$ cat config.mk
export PLATFORM = sky130hd
export DESIGN_NAME = fetch_unit
export DESIGN_NICKNAME = d
export VERILOG_FILES = /design/src/rtl/fetch_pkg.sv /design/src/rtl/fetch_queue.sv /design/src/rtl/fetch_unit.sv
export SDC_FILE = /design/constraint.sdc
export NUM_CORES = 1
export LEC_CHECK = 0
export CORE_MARGIN = 4
export CORE_UTILIZATION = 48
export DETAILED_ROUTE_END_ITERATION = 6
export PLACE_DENSITY = 0.77
export SYNTH_ARGS = -nofsm -noshare
export SYNTH_HDL_FRONTEND = slang
export SYNTH_SLANG_ARGS = --single-unit
$ cat constraint.sdc
create_clock -name clk -period 3.6 [get_ports clk]
set_clock_uncertainty 0.2 [all_clocks]
set_input_delay 0.36 -clock clk [delete_from_list [all_inputs] [get_ports clk]]
set_output_delay 0.36 -clock clk [all_outputs]
set_load 0.005 [all_outputs]
$ cat src/rtl/fetch_pkg.sv
// Shared types, defaults and helpers for the instruction fetch stage.
package fetch_pkg;

  localparam int unsigned PC_W_DEF   = 32;
  localparam int unsigned INST_W_DEF = 16;
  localparam int unsigned IVT_CALC_W = 64;

  typedef enum logic [2:0] {
    SRC_SEQ,
    SRC_BR,
    SRC_RET,
    SRC_INT,
    SRC_RST
  } redirect_src_e;

  // Vector address; the caller truncates to its PC width so the sum wraps.
  function automatic logic [IVT_CALC_W-1:0] ivt_target(
    input logic [IVT_CALC_W-1:0] base,
    input logic [IVT_CALC_W-1:0] idx,
    input logic [IVT_CALC_W-1:0] stride
  );
    return base + idx * stride;
  endfunction

endpackage

$ cat src/rtl/fetch_queue.sv
// Power-of-two FIFO holding fetched words with their PC tags; flush empties it in one cycle.
module fetch_queue #(
  parameter int unsigned WIDTH = 48,
  parameter int unsigned DEPTH = 4,
  localparam int unsigned PTR_W = $clog2(DEPTH),
  localparam int unsigned CNT_W = $clog2(DEPTH + 1)
) (
  input  logic             clk,
  input  logic             reset,
  input  logic             flush,
  input  logic             push,
  input  logic [WIDTH-1:0] push_data,
  input  logic             pop,
  output logic [CNT_W-1:0] count,
  output logic [WIDTH-1:0] head_data
);

  logic [WIDTH-1:0] mem [DEPTH];
  logic [PTR_W-1:0] rd_ptr;
  logic [PTR_W-1:0] wr_ptr;
  logic             do_push;
  logic             do_pop;

  // A pop frees a slot in the same cycle, so push-while-full is legal alongside it.
  assign do_pop  = pop && (count != '0);
  assign do_push = push && ((count != CNT_W'(DEPTH)) || do_pop);

  always_ff @(posedge clk) begin
    if (reset || flush) begin
      rd_ptr <= '0;
      wr_ptr <= '0;
      count  <= '0;
    end else begin
      if (do_push) wr_ptr <= wr_ptr + PTR_W'(1);
      if (do_pop)  rd_ptr <= rd_ptr + PTR_W'(1);
      count <= count + CNT_W'(do_push) - CNT_W'(do_pop);
    end
  end

  always_ff @(posedge clk) begin
    if (do_push) mem[wr_ptr] <= push_data;
  end

  assign head_data = mem[rd_ptr];

endmodule

$ cat src/rtl/fetch_unit.sv
// Fetch stage: prioritised PC redirects, 1-cycle imem request issue and a PC-tagged
// fetch queue feeding decode over valid/ready.
module fetch_unit
  import fetch_pkg::*;
#(
  parameter int unsigned      PC_W        = PC_W_DEF,
  parameter int unsigned      INST_W      = INST_W_DEF,
  parameter int unsigned      DEPTH       = 4,
  parameter int unsigned      IVT_ENTRIES = 8,
  parameter int unsigned      IVT_STRIDE  = 2,
  parameter logic [PC_W-1:0]  RESET_VEC   = '0,
  parameter int unsigned      RET_MASK    = 4,
  localparam int unsigned     IDX_W       = $clog2(IVT_ENTRIES)
) (
  input  logic              clk,
  input  logic              reset,
  input  logic              hold,
  input  logic              int_req,
  input  logic [IDX_W-1:0]  int_index,
  input  logic [PC_W-1:0]   ivt_base,
  input  logic              ret_valid,
  input  logic [PC_W-1:0]   ret_pc,
  input  logic              br_valid,
  input  logic [PC_W-1:0]   br_target,
  output logic              imem_req,
  output logic [PC_W-1:0]   imem_addr,
  input  logic [INST_W-1:0] imem_rdata,
  output logic              inst_valid,
  output logic [INST_W-1:0] inst_data,
  output logic [PC_W-1:0]   inst_pc,
  input  logic              inst_ready,
  output logic              redirect_taken
);

  localparam int unsigned CNT_W = $clog2(DEPTH + 1);
  localparam int unsigned OCC_W = CNT_W + 1;
  localparam int unsigned Q_W   = INST_W + PC_W;

  redirect_src_e    src;
  logic [PC_W-1:0]  fetch_pc;
  logic [PC_W-1:0]  fetch_pc_nxt;
  logic [PC_W-1:0]  rsp_pc;
  logic [PC_W-1:0]  int_tgt;
  logic [PC_W-1:0]  ret_tgt;
  logic             rsp_valid;
  logic             redirect;
  logic             kill_rsp;
  logic             issue;
  logic             push;
  logic             pop;
  logic             redirect_taken_q;
  logic [CNT_W-1:0] q_count;
  logic [Q_W-1:0]   q_head;
  logic [OCC_W-1:0] occupancy;

  assign int_tgt = PC_W'(ivt_target(IVT_CALC_W'(ivt_base), IVT_CALC_W'(int_index),
                                    IVT_CALC_W'(IVT_STRIDE)));
  assign ret_tgt = ret_pc & ({PC_W{1'b1}} >> RET_MASK);

  // Redirect source select, highest priority first.
  always_comb begin
    src = SRC_SEQ;
    if (reset)          src = SRC_RST;
    else if (int_req)   src = SRC_INT;
    else if (ret_valid) src = SRC_RET;
    else if (br_valid)  src = SRC_BR;
  end

  assign redirect  = (src == SRC_INT) || (src == SRC_RET) || (src == SRC_BR);
  // A word landing this cycle is already counted against the queue via rsp_valid.
  assign occupancy = OCC_W'(q_count) + OCC_W'(rsp_valid);
  assign issue     = (src == SRC_SEQ) && !hold && (occupancy < OCC_W'(DEPTH));

  always_comb begin
    fetch_pc_nxt = fetch_pc;
    case (src)
      SRC_RST: fetch_pc_nxt = RESET_VEC;
      SRC_INT: fetch_pc_nxt = int_tgt;
      SRC_RET: fetch_pc_nxt = ret_tgt;
      SRC_BR:  fetch_pc_nxt = br_target;
      SRC_SEQ: if (issue) fetch_pc_nxt = fetch_pc + PC_W'(1);
      default: fetch_pc_nxt = fetch_pc;
    endcase
  end

  always_ff @(posedge clk) begin
    fetch_pc <= fetch_pc_nxt;
    if (reset) begin
      rsp_valid        <= 1'b0;
      redirect_taken_q <= 1'b0;
    end else begin
      rsp_valid        <= issue;
      redirect_taken_q <= redirect;
    end
    if (issue) rsp_pc <= fetch_pc;
  end

  // Requests are suppressed on redirect, so the only stale word is the one landing now.
  assign kill_rsp = redirect;
  assign push     = rsp_valid && !kill_rsp;

  fetch_queue #(
    .WIDTH (Q_W),
    .DEPTH (DEPTH)
  ) u_queue (
    .clk       (clk),
    .reset     (reset),
    .flush     (redirect),
    .push      (push),
    .push_data ({imem_rdata, rsp_pc}),
    .pop       (pop),
    .count     (q_count),
    .head_data (q_head)
  );

  assign imem_req       = issue;
  assign imem_addr      = fetch_pc;
  assign inst_valid     = !reset && (q_count != '0);
  assign inst_data      = q_head[PC_W +: INST_W];
  assign inst_pc        = q_head[PC_W-1:0];
  assign pop            = inst_valid && inst_ready;
  assign redirect_taken = redirect_taken_q && !reset;

endmodule

* Word level (Yosys, flattened, before mapping) *
Memories as Yosys holds them, arrays and structs flattened. A register that Yosys moved wholly into a read port is not among the register bits.
Index checks and enable logic that the tools add are counted.

storage, ports and cells
  register bits after elaboration = 73
  bits in writable memories = 192
  input bits = 122
  output and inout port bits = 83
  logic and storage cells = 51
  memories kept = 1

memories
  memory       depth  width  read ports  clocked after memory_dff  write ports  line               text
  u_queue.mem  4      48     1           1                         1            fetch_queue.sv:18  logic [WIDTH-1:0] mem [DEPTH];

cells by class
  $add $sub $neg = 7
  order comparisons = 1
  equality and inequality tests = 6
  muxes and demuxes = 10
  reduce and logical (&&, ||, !) cells = 19

operators with widths
  kind                                                                          count
  32-bit one-hot mux with 5 select lines                                        1
  32-bit by 1-bit adder with 32-bit output, second input constant               1
  32-bit by 4-bit adder with 32-bit output                                      1
  32-bit 2-to-1 mux                                                             1
  1-bit logical AND                                                             8
  2-bit 2-to-1 mux                                                              4
  3-bit by 2-bit == test with 1-bit output, second input constant               2
  5-bit nonzero test                                                            1
  2-bit by 1-bit adder with 2-bit output, second input constant                 2
  3-bit by 1-bit adder with 4-bit output                                        1
  1-bit logical OR                                                              4
  4-bit by 3-bit less-than comparator with 1-bit output, second input constant  1
  3-bit by 1-bit adder with 3-bit output                                        1
  3-bit by 1-bit == test with 1-bit output, second input constant               1
  3-bit == test, second input constant                                          1
  1-bit logical NOT                                                             3
  3-bit logical NOT                                                             1
  1-bit 2-to-1 mux                                                              3
  3-bit 2-to-1 mux                                                              1
  3-bit != test, second input constant                                          1
  3-bit nonzero test                                                            1
  3-bit by 1-bit subtractor with 3-bit output                                   1
  2-bit != test, second input constant                                          1
  2-bit AND reduction                                                           1

* Longest topological paths before layout *
Gate-level depths: netlist of run 1.

  depth in word-level cells = 12
  depth in mapped cells = 9
  depth with buffers taken out = 8

* Cells and area by module *
From an unflattened synthesis of run 1, not the netlist that was laid out.

second synthesis, totals
  cell total of the unflattened synthesis = 672
  area, all modules = 11409.7 µm²

by module, submodules not included
  module       instances  cells each  area an instance (µm²)  sequential area each (µm²)
  fetch_queue  1          296         7369.6                  5945.7
  fetch_unit   1          376         4040.1                  1961.9

* Worst setup path before layout of run 1 *
No wires, ideal clock.

  kind = input -> register
  start = input port int_req
  end = register rsp_pc[0], enable pin
  setup time = 0.466 ns
  arrival time = 3.404 ns
  data required time = 2.934 ns
  slack = -0.471 ns
  cell stages on the path = 5
  buffers on the path = 2
  path through = buf_2 nor3_1 nand2b_1 clkbuf_1 nor3_1

between the ends
  longest elaborated chain between the ends = 5

RTL lines
  item                            line              text
  from (decl)                     fetch_unit.sv:18  input logic int_req,
  2-bit 2-to-1 mux                fetch_unit.sv:64  else if (int_req) src = SRC_INT;
  3-bit 2-to-1 mux                fetch_unit.sv:63  if (reset) src = SRC_RST;
  3-bit logical NOT               fetch_unit.sv:72  assign issue = (src == SRC_SEQ) && !hold && (occupancy < OCC_W'(DEPTH));
  1-bit logical AND (2 in a row)  fetch_unit.sv:72
  via imem_req                    fetch_unit.sv:25  output logic imem_req,
  to (signal assigned)            fetch_unit.sv:95  if (issue) rsp_pc <= fetch_pc;
  to (decl)                       fetch_unit.sv:42  logic [PC_W-1:0] rsp_pc;

The timed path passes the listed nets, and every way through them passes these cells.
A chain may end at the register's enable or synchronous reset.

==> results.sh, run 1 <==
export IMPL_synth_edf_count=256
export IMPL_port_buffer_count=200
export IMPL_yosysUniqueCellTypes=57
export IMPL_start_util_pct=49.0
export IMPL_drive_above_1_share_pct=14.1
export IMPL_ioPinCount=205
export IMPL_ctsHtreeMaxLevel=1
export IMPL_cp_end_kind="output pin"
export IMPL_gp_congestion=0.901
export IMPL_post_cts_resized_instances=0
export IMPL_antenna_cells=0
export IMPL_cp_arrival_ns=2.49
export IMPL_seq_area_frac_synth_pct=68.6
export IMPL_synthTopCellsByArea="edfxtp_1 (67%), mux4_2 (9.4%), dfxtp_1 (1.9%)"
export IMPL_wl_per_cell_microns=20.1
export IMPL_final_max_slew_viol_count=0
export IMPL_synth_async_reset_ratio_pct=0
export IMPL_cts_tree="built"
export IMPL_worstMarginPinSlew_ns=0.684
export IMPL_drtIter0Drc=598
export IMPL_synth_adder_area_share_pct=1.54
export IMPL_pre_cts_ws_ns=0.418
export IMPL_yosysTopAreaCell="edfxtp_1"
export IMPL_clockPowerShare_pct=39.6
export IMPL_synth_simple_area_share_pct=8.35
export IMPL_max_cap_violations=0
export IMPL_num_vias=6911
export IMPL_relSlewSlack_pct=54.4
export IMPL_synthFlopType="edfxtp_1"
export IMPL_ant_nets=0
export IMPL_core_area_sq_mm=0.0235
export IMPL_power_density_mw_per_mm2=436
export IMPL_hold_violations=0
export IMPL_cts_hold_fix_buffers=0
export IMPL_antenna_found_initial=0
export IMPL_synth_fp_nets=819
export IMPL_finalSetupTns_ns=0
export IMPL_synth_area_sq_mm=0.0115
export IMPL_rsz0062_at_grt="false"
export IMPL_worstPathRequired_ns=3.04
export IMPL_synth_top_family_by_area="multiplexers"
export IMPL_grt_max_degree=49
export IMPL_synth_warnings=0
export IMPL_post_route_period_util_pct=84.8
export IMPL_routed_wirelength_microns=25000
export IMPL_p_comb_share_pct=6.4
export IMPL_via_per_inst=5.56
export IMPL_ys_top_cells_by_count="edfxtp_1 (256), mux4_2 (48), nand2_1 (25), xnor2_1 (25), nand3_1 (24)"
export IMPL_clk_pin_slew_ns=0.06
export IMPL_numClockSinks=267
export IMPL_die_h_microns=163
export IMPL_grt_pass1_vias=7037
export IMPL_cts_max_path_buffers=3
export IMPL_syn_area_per_cell_sq_um=16.8
export IMPL_postCtsSetupRepairBufs=0
export IMPL_post_route_util_pct=63.1
export IMPL_area_growth_pct=28.9
export IMPL_row_count=56
export IMPL_die_area_sq_mm=0.0266
export IMPL_nNetsFinal=1037
export IMPL_ir_worst_vdd_mv=0.360
export IMPL_synthMuxAreaShare_pct=9.90
export IMPL_clock_fmax_mhz=327
export IMPL_ys_ff_latch=267
export IMPL_power_internal_w=0.00515
export IMPL_die_w_microns=163
export IMPL_clk_latency_ns=0.53
export IMPL_p_sw_w=0.00132
export IMPL_dr_pass1_iters=5
export IMPL_worstSetupPathType="flop to output pin"
export IMPL_root_buffer="clkbuf_16"
export IMPL_cts_made_buffers=27
export IMPL_swShare_pct=20.4
export IMPL_cp_max_fo=32
export IMPL_netlist_area_leader_share_pct=66.7
export IMPL_total_power_w=0.00647
export IMPL_seqPwrFrac_pct=54.0
export IMPL_setup_violations=0
export IMPL_grt_pass1_wl_microns=38900
export IMPL_fin_ws_ns=0.546
export IMPL_startpoint_type="flop"
export IMPL_min_path_type="primary input to flop"
export IMPL_synth_most_common_cell="edfxtp_1"
export IMPL_status="finished clean"
export IMPL_grt_use_total_pct=18.7
export IMPL_synth_xor_area_share_pct=3.42
export IMPL_synth_cells=684
export IMPL_drc=0
export IMPL_leakagePower_nw=4.77
export IMPL_min_period_ns=3.05
export IMPL_post_dp_hpwl_microns=17300
export IMPL_synth_compound_area_share_pct=6.34
export IMPL_overflow=0
-- flip-flops by register name (all words and copies together) (netlist names), named ones only --
name              cells
u_queue.mem         192
imem_addr            32
rsp_pc               32
u_queue.count         3
u_queue.rd_ptr        2
u_queue.wr_ptr        2
redirect_taken_q      1
rsp_valid             1
-- metal layers --
metal / routed length [microns] / vias up / part of all wire (%) / track usage (%)
met5: 0 / - / 0 / 0
met4: 512 / 0 / 2.1 / 4.88
met3: 1990 / 39 / 8.0 / 4.05
met2: 12000 / 272 / 48 / 31.2
met1: 10400 / 3363 / 42 / 25.2
li1: - / 3237 / - / -
-- power by group through the flow --
stage / Sequential (W) / Combinational (W) / Clock [W]
finish: 0.00350 / 0.000412 / 0.00257
global route: 0.00350 / 0.000445 / 0.00277
CTS: 0.00349 / 0.000414 / 0.00262
detailed placement: 0.00356 / 0.000412 / 0
global placement: 0.00356 / 0.000408 / 0
floorplan: 0.00355 / 0.000132 / 0
-- logic make-up after synthesis --
| group | count (synthesis) |
|---|---|
| xor+xnor | 45 |
| compound gates | 98 |
| flops | 267 |
| mux | 54 |
| simple gates | 158 |
| buf+inv | 49 |
| fa+ha+maj | 13 |
-- cells in the final DEF, fill, tap and decap left out, types with 8 or more instances in the layout --
master / count
edfxtp_1: 256
clkdlybuf4s50_1: 200
mux4_2: 48
clkbuf_16: 27
nand2_1: 25
xnor2_1: 25
nand3_1: 24
xor2_1: 20
o21ai_0: 18
inv_1: 18
nor2_1: 17
a22oi_1: 16
nor3_1: 15
buf_4: 15
nand4_1: 13
and4_1: 12
o211ai_1: 11
ha_1: 11
a222oi_1: 10
and2_1: 9
dfxtp_1: 9
nor4_1: 8
-- area by class of cell --
type,instances,area (sq um)
clock buffers,38,757
clock inverters,12,72.6
well taps,319,399
multi-input cells,368,3430
inverters,18,67.6
repair buffers,220,2210
flip-flops and latches,267,7910
fillers,1745,8680
-- final timing paths --
check,cells after the start,slack (ns),startpoint,endpoint
hold reg to reg,0,0.29,rsp_pc[14]$_DFFE_PP_,u_queue.mem[0][14]$_DFFE_PP_
hold / removal,1,0.27,imem_rdata[10],u_queue.mem[1][42]$_DFFE_PP_
setup reg to reg,5,1.05,u_queue.count[2]$_SDFF_PP0_,u_queue.mem[3][22]$_DFFE_PP_
setup / recovery,3,0.55,flop,inst_pc[13]
-- critical path: stages (launching register included) --
cell and delay, ns:
dfxtp_4 0.57, buf_12 0.32, mux4_2 0.55, clkdlybuf4s50_1 0.50
-- metrics by stage --
| stage | instance area [sq um] | hold WS (ns) | instances |
|---|---|---|---|
| 3_3_place_gp | 14000 | 0.272 | 1192 |
| 6_report | 14900 | 0.265 | 1242 |
| 5_1_grt | 14900 | 0.251 | 1242 |
| 2_1_floorplan | 11500 | 0.239 | 684 |
| 3_5_place_dp | 14000 | 0.289 | 1192 |
| 4_1_cts | 14900 | 0.252 | 1242 |
No activity file was read; power rests on OpenSTA's default activity.
==> run 2: changes to the inputs <==
--- a/config.mk
+++ b/config.mk
@@ -6,9 +6,9 @@
 export NUM_CORES = 1
 export LEC_CHECK = 0
 export CORE_MARGIN = 4
-export CORE_UTILIZATION = 48
+export CORE_UTILIZATION = 53
 export DETAILED_ROUTE_END_ITERATION = 6
-export PLACE_DENSITY = 0.77
+export PLACE_DENSITY = 0.8
 export SYNTH_ARGS = -nofsm -noshare
 export SYNTH_HDL_FRONTEND = slang
 export SYNTH_SLANG_ARGS = --single-unit
==> constraint.sdc (replaced) <==
create_clock -name clk -period 3 [get_ports clk]
set_clock_uncertainty 0.2 [all_clocks]
set_input_delay 0.3 -clock clk [delete_from_list [all_inputs] [get_ports clk]]
set_output_delay 0.3 -clock clk [all_outputs]
set_load 0.005 [all_outputs]
==> run 2 against run 1 <==
The flow now finishes with violations (DRC). Design area increased by 1.2%. Power increased by 24%. Die area decreased by 9.0%. Worst setup slack got worse by 0.40 ns. First-iteration DRC count decreased by 6.4%. Count of clock-buffer cells in the layout decreased by 2.
==> results.sh, run 2 (synthesized netlist as in run 1, its figures left out) <==
export IMPL_worstSetupPathType="flop to output pin"
export IMPL_grt_max_degree=49
export IMPL_leakagePower_nw=4.90
export IMPL_drc=5
export IMPL_postCtsSetupRepairBufs=0
export IMPL_cts_made_buffers=26
export IMPL_post_route_period_util_pct=95.2
export IMPL_drtIter0Drc=560
export IMPL_wl_per_cell_microns=20.9
export IMPL_largest_reg_flops=192
export IMPL_cp_arrival_ns=2.35
export IMPL_setup_violations=0
export IMPL_critPathSlowestCell="clkdlybuf4s50_1"
export IMPL_overflow=0
export IMPL_rsz0062_at_grt="false"
export IMPL_cp_max_fo=5
export IMPL_violations="DRC"
export IMPL_r2r_cells=6
export IMPL_post_cts_resized_instances=0
export IMPL_antenna_cells=0
export IMPL_relSlewSlack_pct=47.8
export IMPL_clock_fmax_mhz=350
export IMPL_worstPathRequired_ns=2.50
export IMPL_area_growth_pct=30.5
export IMPL_die_area_sq_mm=0.0242
export IMPL_via_per_inst=5.78
export IMPL_root_buffer="clkbuf_16"
export IMPL_clk_latency_ns=0.51
export IMPL_gp_congestion=0.911
export IMPL_grt_pass1_wl_microns=39500
export IMPL_post_dp_hpwl_microns=18200
export IMPL_cp_end_kind="output pin"
export IMPL_startpoint_type="flop"
export IMPL_fillCellCount=1433
export IMPL_start_util_pct=54.3
export IMPL_worstMarginPinSlew_ns=0.778
export IMPL_status="complete, but fails checks"
export IMPL_numClockSinks=267
export IMPL_min_period_ns=2.85
export IMPL_hold_violations=0
export IMPL_antenna_found_initial=0
export IMPL_die_w_microns=155
export IMPL_path_cells="ha_1 -> o211a_1 -> o22a_1 -> nor3_4 -> clkdlybuf4s50_1"
export IMPL_ctsHtreeMaxLevel=1
export IMPL_final_common_cell="edfxtp_1"
export IMPL_nNetsFinal=1052
export IMPL_num_vias=7001
export IMPL_ir_worst_vdd_mv=0.376
export IMPL_grt_use_total_pct=20.8
export IMPL_regMostFlops="u_queue.mem"
export IMPL_port_buffer_count=200
export IMPL_die_h_microns=155
export IMPL_grt_pass1_vias=7189
export IMPL_dr_pass1_iters=7
export IMPL_clk_pin_slew_ns=0.07
export IMPL_routed_wirelength_microns=25300
export IMPL_max_cap_violations=0
export IMPL_power_density_mw_per_mm2=534
export IMPL_cts_max_path_buffers=3
export IMPL_final_max_slew_viol_count=0
export IMPL_layout_common_cells="edfxtp_1 (256), clkdlybuf4s50_1 (200), mux4_2 (48)"
export IMPL_ioPinCount=205
export IMPL_row_count=53
export IMPL_core_area_sq_mm=0.0212
export IMPL_fin_ws_ns=0.145
export IMPL_cts_tree="built"
export IMPL_ant_nets=0
export IMPL_min_path_type="primary input to flop"
export IMPL_pre_cts_ws_ns=-0.0230
export IMPL_hold_depth=1
export IMPL_finalSetupTns_ns=0
export IMPL_drive_above_1_share_pct=15.7
export IMPL_critical_path_max_stage_delay_ns=0.62
export IMPL_cts_hold_fix_buffers=0
## run 2: changes by cell type in the layout (fill, tap and decap cells not counted), sizes merged
| cell | delta |
|---|---|
| bufinv | +3 |
| clkinvlp | -1 |
| clkbuf | -2 |
| inv | -2 |
| buf | +16 |
## run 2: power by group
part           internal (W)  switching, W  total (W)
clock network       0.00206       0.00128    0.00334
logic              0.000303      0.000196   0.000499
registers           0.00412     0.0000786    0.00420
total               0.00648       0.00156    0.00803
## run 2: area by class of cell
type / instances / area [sq um] / area share, %
multi-input cells: 368 / 3430 / 22.8
clock inverters: 12 / 136 / 0.907
flip-flops and latches: 267 / 7910 / 52.6
clock buffers: 36 / 772 / 5.13
repair buffers: 236 / 2370 / 15.8
well taps: 275 / 344 / 2.29
inverters: 18 / 67.6 / 0.449
## run 2: metrics by stage
stage	utilization [%]	cells	total power [W]	cell area (sq um)	hold slack [ns]
after floorplan	-	684	0.00441	11500	0.179
after global placement	66.6	1164	0.00477	14100	0.274
after detailed placement	66.6	1164	0.00478	14100	0.296
after CTS	70.9	1212	0.00810	15000	0.205
after global routing	70.9	1212	0.00832	15000	0.221
final	70.9	1212	0.00803	15000	0.229
## run 2: per-layer routing
metal | routed length [microns] | GRT usage (%) | up-vias
met5 | 0 | 0 | -
met2 | 12600 | 35.5 | 284
li1 | - | - | 3270
met4 | 334 | 4.13 | 0
met3 | 2040 | 4.34 | 30
met1 | 10400 | 28.0 | 3417
## run 2: path summary, 6_finish.rpt
path	slack, ns	to	start
max	0.15	imem_req	u_queue.count[1]$_SDFF_PP0_
min	0.23	u_queue.mem[2][41]$_DFFE_PP_	imem_rdata[9]
max reg2reg	0.54	imem_addr[28]$_DFFE_PP_	imem_addr[0]$_DFFE_PP_
min reg2reg	0.30	u_queue.mem[3][6]$_DFFE_PP_	rsp_pc[6]$_DFFE_PP_
## run 2: critical path, delay by kind of cell, from the launching register on
| family | cells | cell delay, ns |
|---|---|---|
| buf+inv | 1 | 0.62 |
| compound gates | 2 | 0.46 |
| fa+ha+maj | 1 | 0.24 |
| flops | 1 | 0.36 |
| simple gates | 1 | 0.15 |
==> edit, RTL diff (settings of run 2) <==
Set the package constant `PC_W_DEF` to 40 (it was 32).
--- a/src/rtl/fetch_pkg.sv
+++ b/src/rtl/fetch_pkg.sv
@@ -1,7 +1,7 @@
 // Shared types, defaults and helpers for the instruction fetch stage.
 package fetch_pkg;
 
-  localparam int unsigned PC_W_DEF   = 32;
+  localparam int unsigned PC_W_DEF   = 40;
   localparam int unsigned INST_W_DEF = 16;
   localparam int unsigned IVT_CALC_W = 64;
 
Ports: changed (5 resized); port bits go from 205 to 245. No check against the original RTL was run, so the function may have changed too.
==> edit against run 2 <==
Total power rose by 13%; design area increased by 16%; sequential power is 18% higher; worst setup slack improved by 0.021 ns; register-to-register slack got worse by 0.15 ns; cell count grew 17%; area after synthesis is 16% higher; sequential cell count is 48 higher; critical path depth up 6; count of clock-buffer cells in the layout rose by 3; wire length increased by 26%; largest cell class unchanged; largest power group unchanged.
==> edit: results (changes against run 2) <==
<table>
<tr><th>Metric</th><th>Value</th></tr>
<tr><th colspan="2">Place</th></tr>
<tr><td>Worst Setup Slack post-DPL</td><td>-0.412 ns (was -0.0230 ns)</td></tr>
<tr><td>Placed standard-cell area</td><td>16500 um2 (was 14100 um2)</td></tr>
<tr><td>Count of buffers from port buffering</td><td>240 (was 200)</td></tr>
<tr><td>HPWL after detailed placement</td><td>22600 um (was 18200 um)</td></tr>
<tr><td>Final GP Congestion</td><td>0.857 (was 0.911)</td></tr>
<tr><th colspan="2">Global routing</th></tr>
<tr><td>Maximum number of pins on one net before global-route repair</td><td>45 (was 49)</td></tr>
<tr><td>Vias in the first global route</td><td>8536 (was 7189)</td></tr>
<tr><td>Global-route wire length before repair</td><td>49300 um (was 39500 um)</td></tr>
<tr><th colspan="2">Status</th></tr>
<tr><td>Result of the run</td><td>finished, final reports clean (was finished with violations)</td></tr>
<tr><th colspan="2">Drt</th></tr>
<tr><td>First drt pass iteration count</td><td>6 (was 7)</td></tr>
<tr><td>Iter 0 DRT Violations</td><td>661 (was 560)</td></tr>
<tr><th colspan="2">Worst setup path</th></tr>
<tr><td>Data arrival time of the critical path</td><td>2.90 ns (was 2.35 ns)</td></tr>
<tr><td>CP endpoint</td><td>imem_addr[35] (was imem_req)</td></tr>
<tr><td>Delay of the slowest cell on the worst path</td><td>0.50 ns (was 0.62 ns)</td></tr>
<tr><th colspan="2">STA</th></tr>
<tr><td>Period minus WS final</td><td>2.83 ns (was 2.85 ns)</td></tr>
<tr><td>Worst Tran Pin Value</td><td>1.10 ns (was 0.778 ns)</td></tr>
<tr><td>Hold WS</td><td>0.212 ns (was 0.229 ns)</td></tr>
<tr><th colspan="2">Finish</th></tr>
<tr><td>Layout cells sized above 1</td><td>14.9% (was 15.7%)</td></tr>
<tr><td>Layout Cell Area excl Fill</td><td>17500 um2 (was 15000 um2)</td></tr>
<tr><td>Largest register FFs</td><td>224 (was 192)</td></tr>
<tr><td>Final #Nets</td><td>1230 (was 1052)</td></tr>
<tr><td># fillers</td><td>1619 (was 1433)</td></tr>
<tr><th colspan="2">Clock network</th></tr>
<tr><td>Worst-skew pair later-pin latency</td><td>0.54 ns (was 0.51 ns)</td></tr>
<tr><th colspan="2">Hold path</th></tr>
<tr><td>Hold EP</td><td>u_queue.mem[1][50] (was u_queue.mem[2][41])</td></tr>
<tr><th colspan="2">Synth</th></tr>
<tr><td>Sequential-to-total area share from yosys stat</td><td>70.2% (was 68.6%)</td></tr>
<tr><td>Synth area leaders</td><td>edfxtp_1, mux4_2, xnor2_1, xor2_1, dfxtp_1 (was edfxtp_1, mux4_2, dfxtp_1, xnor2_1, xor2_1)</td></tr>
</table>
==> edit: changes by cell type after synthesis, moves of 7 or more <==
| cell | run 2 | this run |
|---|---|---|
| edfxtp_1 | 256 | 304 |
| nand2_1 | 25 | 48 |
| xor2_1 | 20 | 37 |
| xnor2_1 | 25 | 40 |
| clkbuf_1 | 13 | 26 |
| nor2_1 | 17 | 30 |
| nand4_1 | 13 | 25 |
| buf_2 | 16 | 5 |
| o211ai_1 | 11 | 1 |
| a222oi_1 | 10 | 19 |
| and3_1 | 5 | 14 |
| mux4_2 | 48 | 56 |
| nor3_1 | 16 | 9 |
==> edit: kinds of logic (layout without fill, tap and decap cells) <==
logic type	Yosys count	after routing	synth area share, %
compound gates	91	91	5.38
xor+xnor	77	77	5.06
fa+ha+maj	13	13	1.33
buf+inv	48	362	1.40
flops	315	315	70.2
mux	57	57	9.55
simple gates	179	179	7.07
==> edit: power breakdown <==
group / switching (W) / total, W / internal [W]
logic: 0.000260 / 0.000632 / 0.000372
registers: 0.0000906 / 0.00496 / 0.00487
clock network: 0.00148 / 0.00352 / 0.00204
==> edit: cell type report <==
type / instances / area share [%]
clock inverter: 15 / 0.838
clock buffer: 39 / 4.37
sequential: 315 / 53.5
multi-input combinational: 417 / 21.9
tap: 324 / 2.32
inverter: 15 / 0.322
timing repair buffer: 293 / 16.7
==> edit: timing repair <==
action | 4_1_cts | 5_1_grt
resized for setup | 1 | 1
setup buffers | 0 | 2
setup endpoints to repair | 1 | 11
hold buffers | 0 | 0
gates cloned | 0 | 0
pin swaps | 0 | 1
==> edit: metal layers <==
layer | vias to the layer above | wire length [um] | track usage, %
li1 | 3740 | - | -
met1 | 4049 | 13000 | 31.1
met2 | 411 | 15900 | 38.3
met3 | 46 | 2430 | 4.12
met4 | 0 | 697 | 6.05
met5 | - | 0 | 0
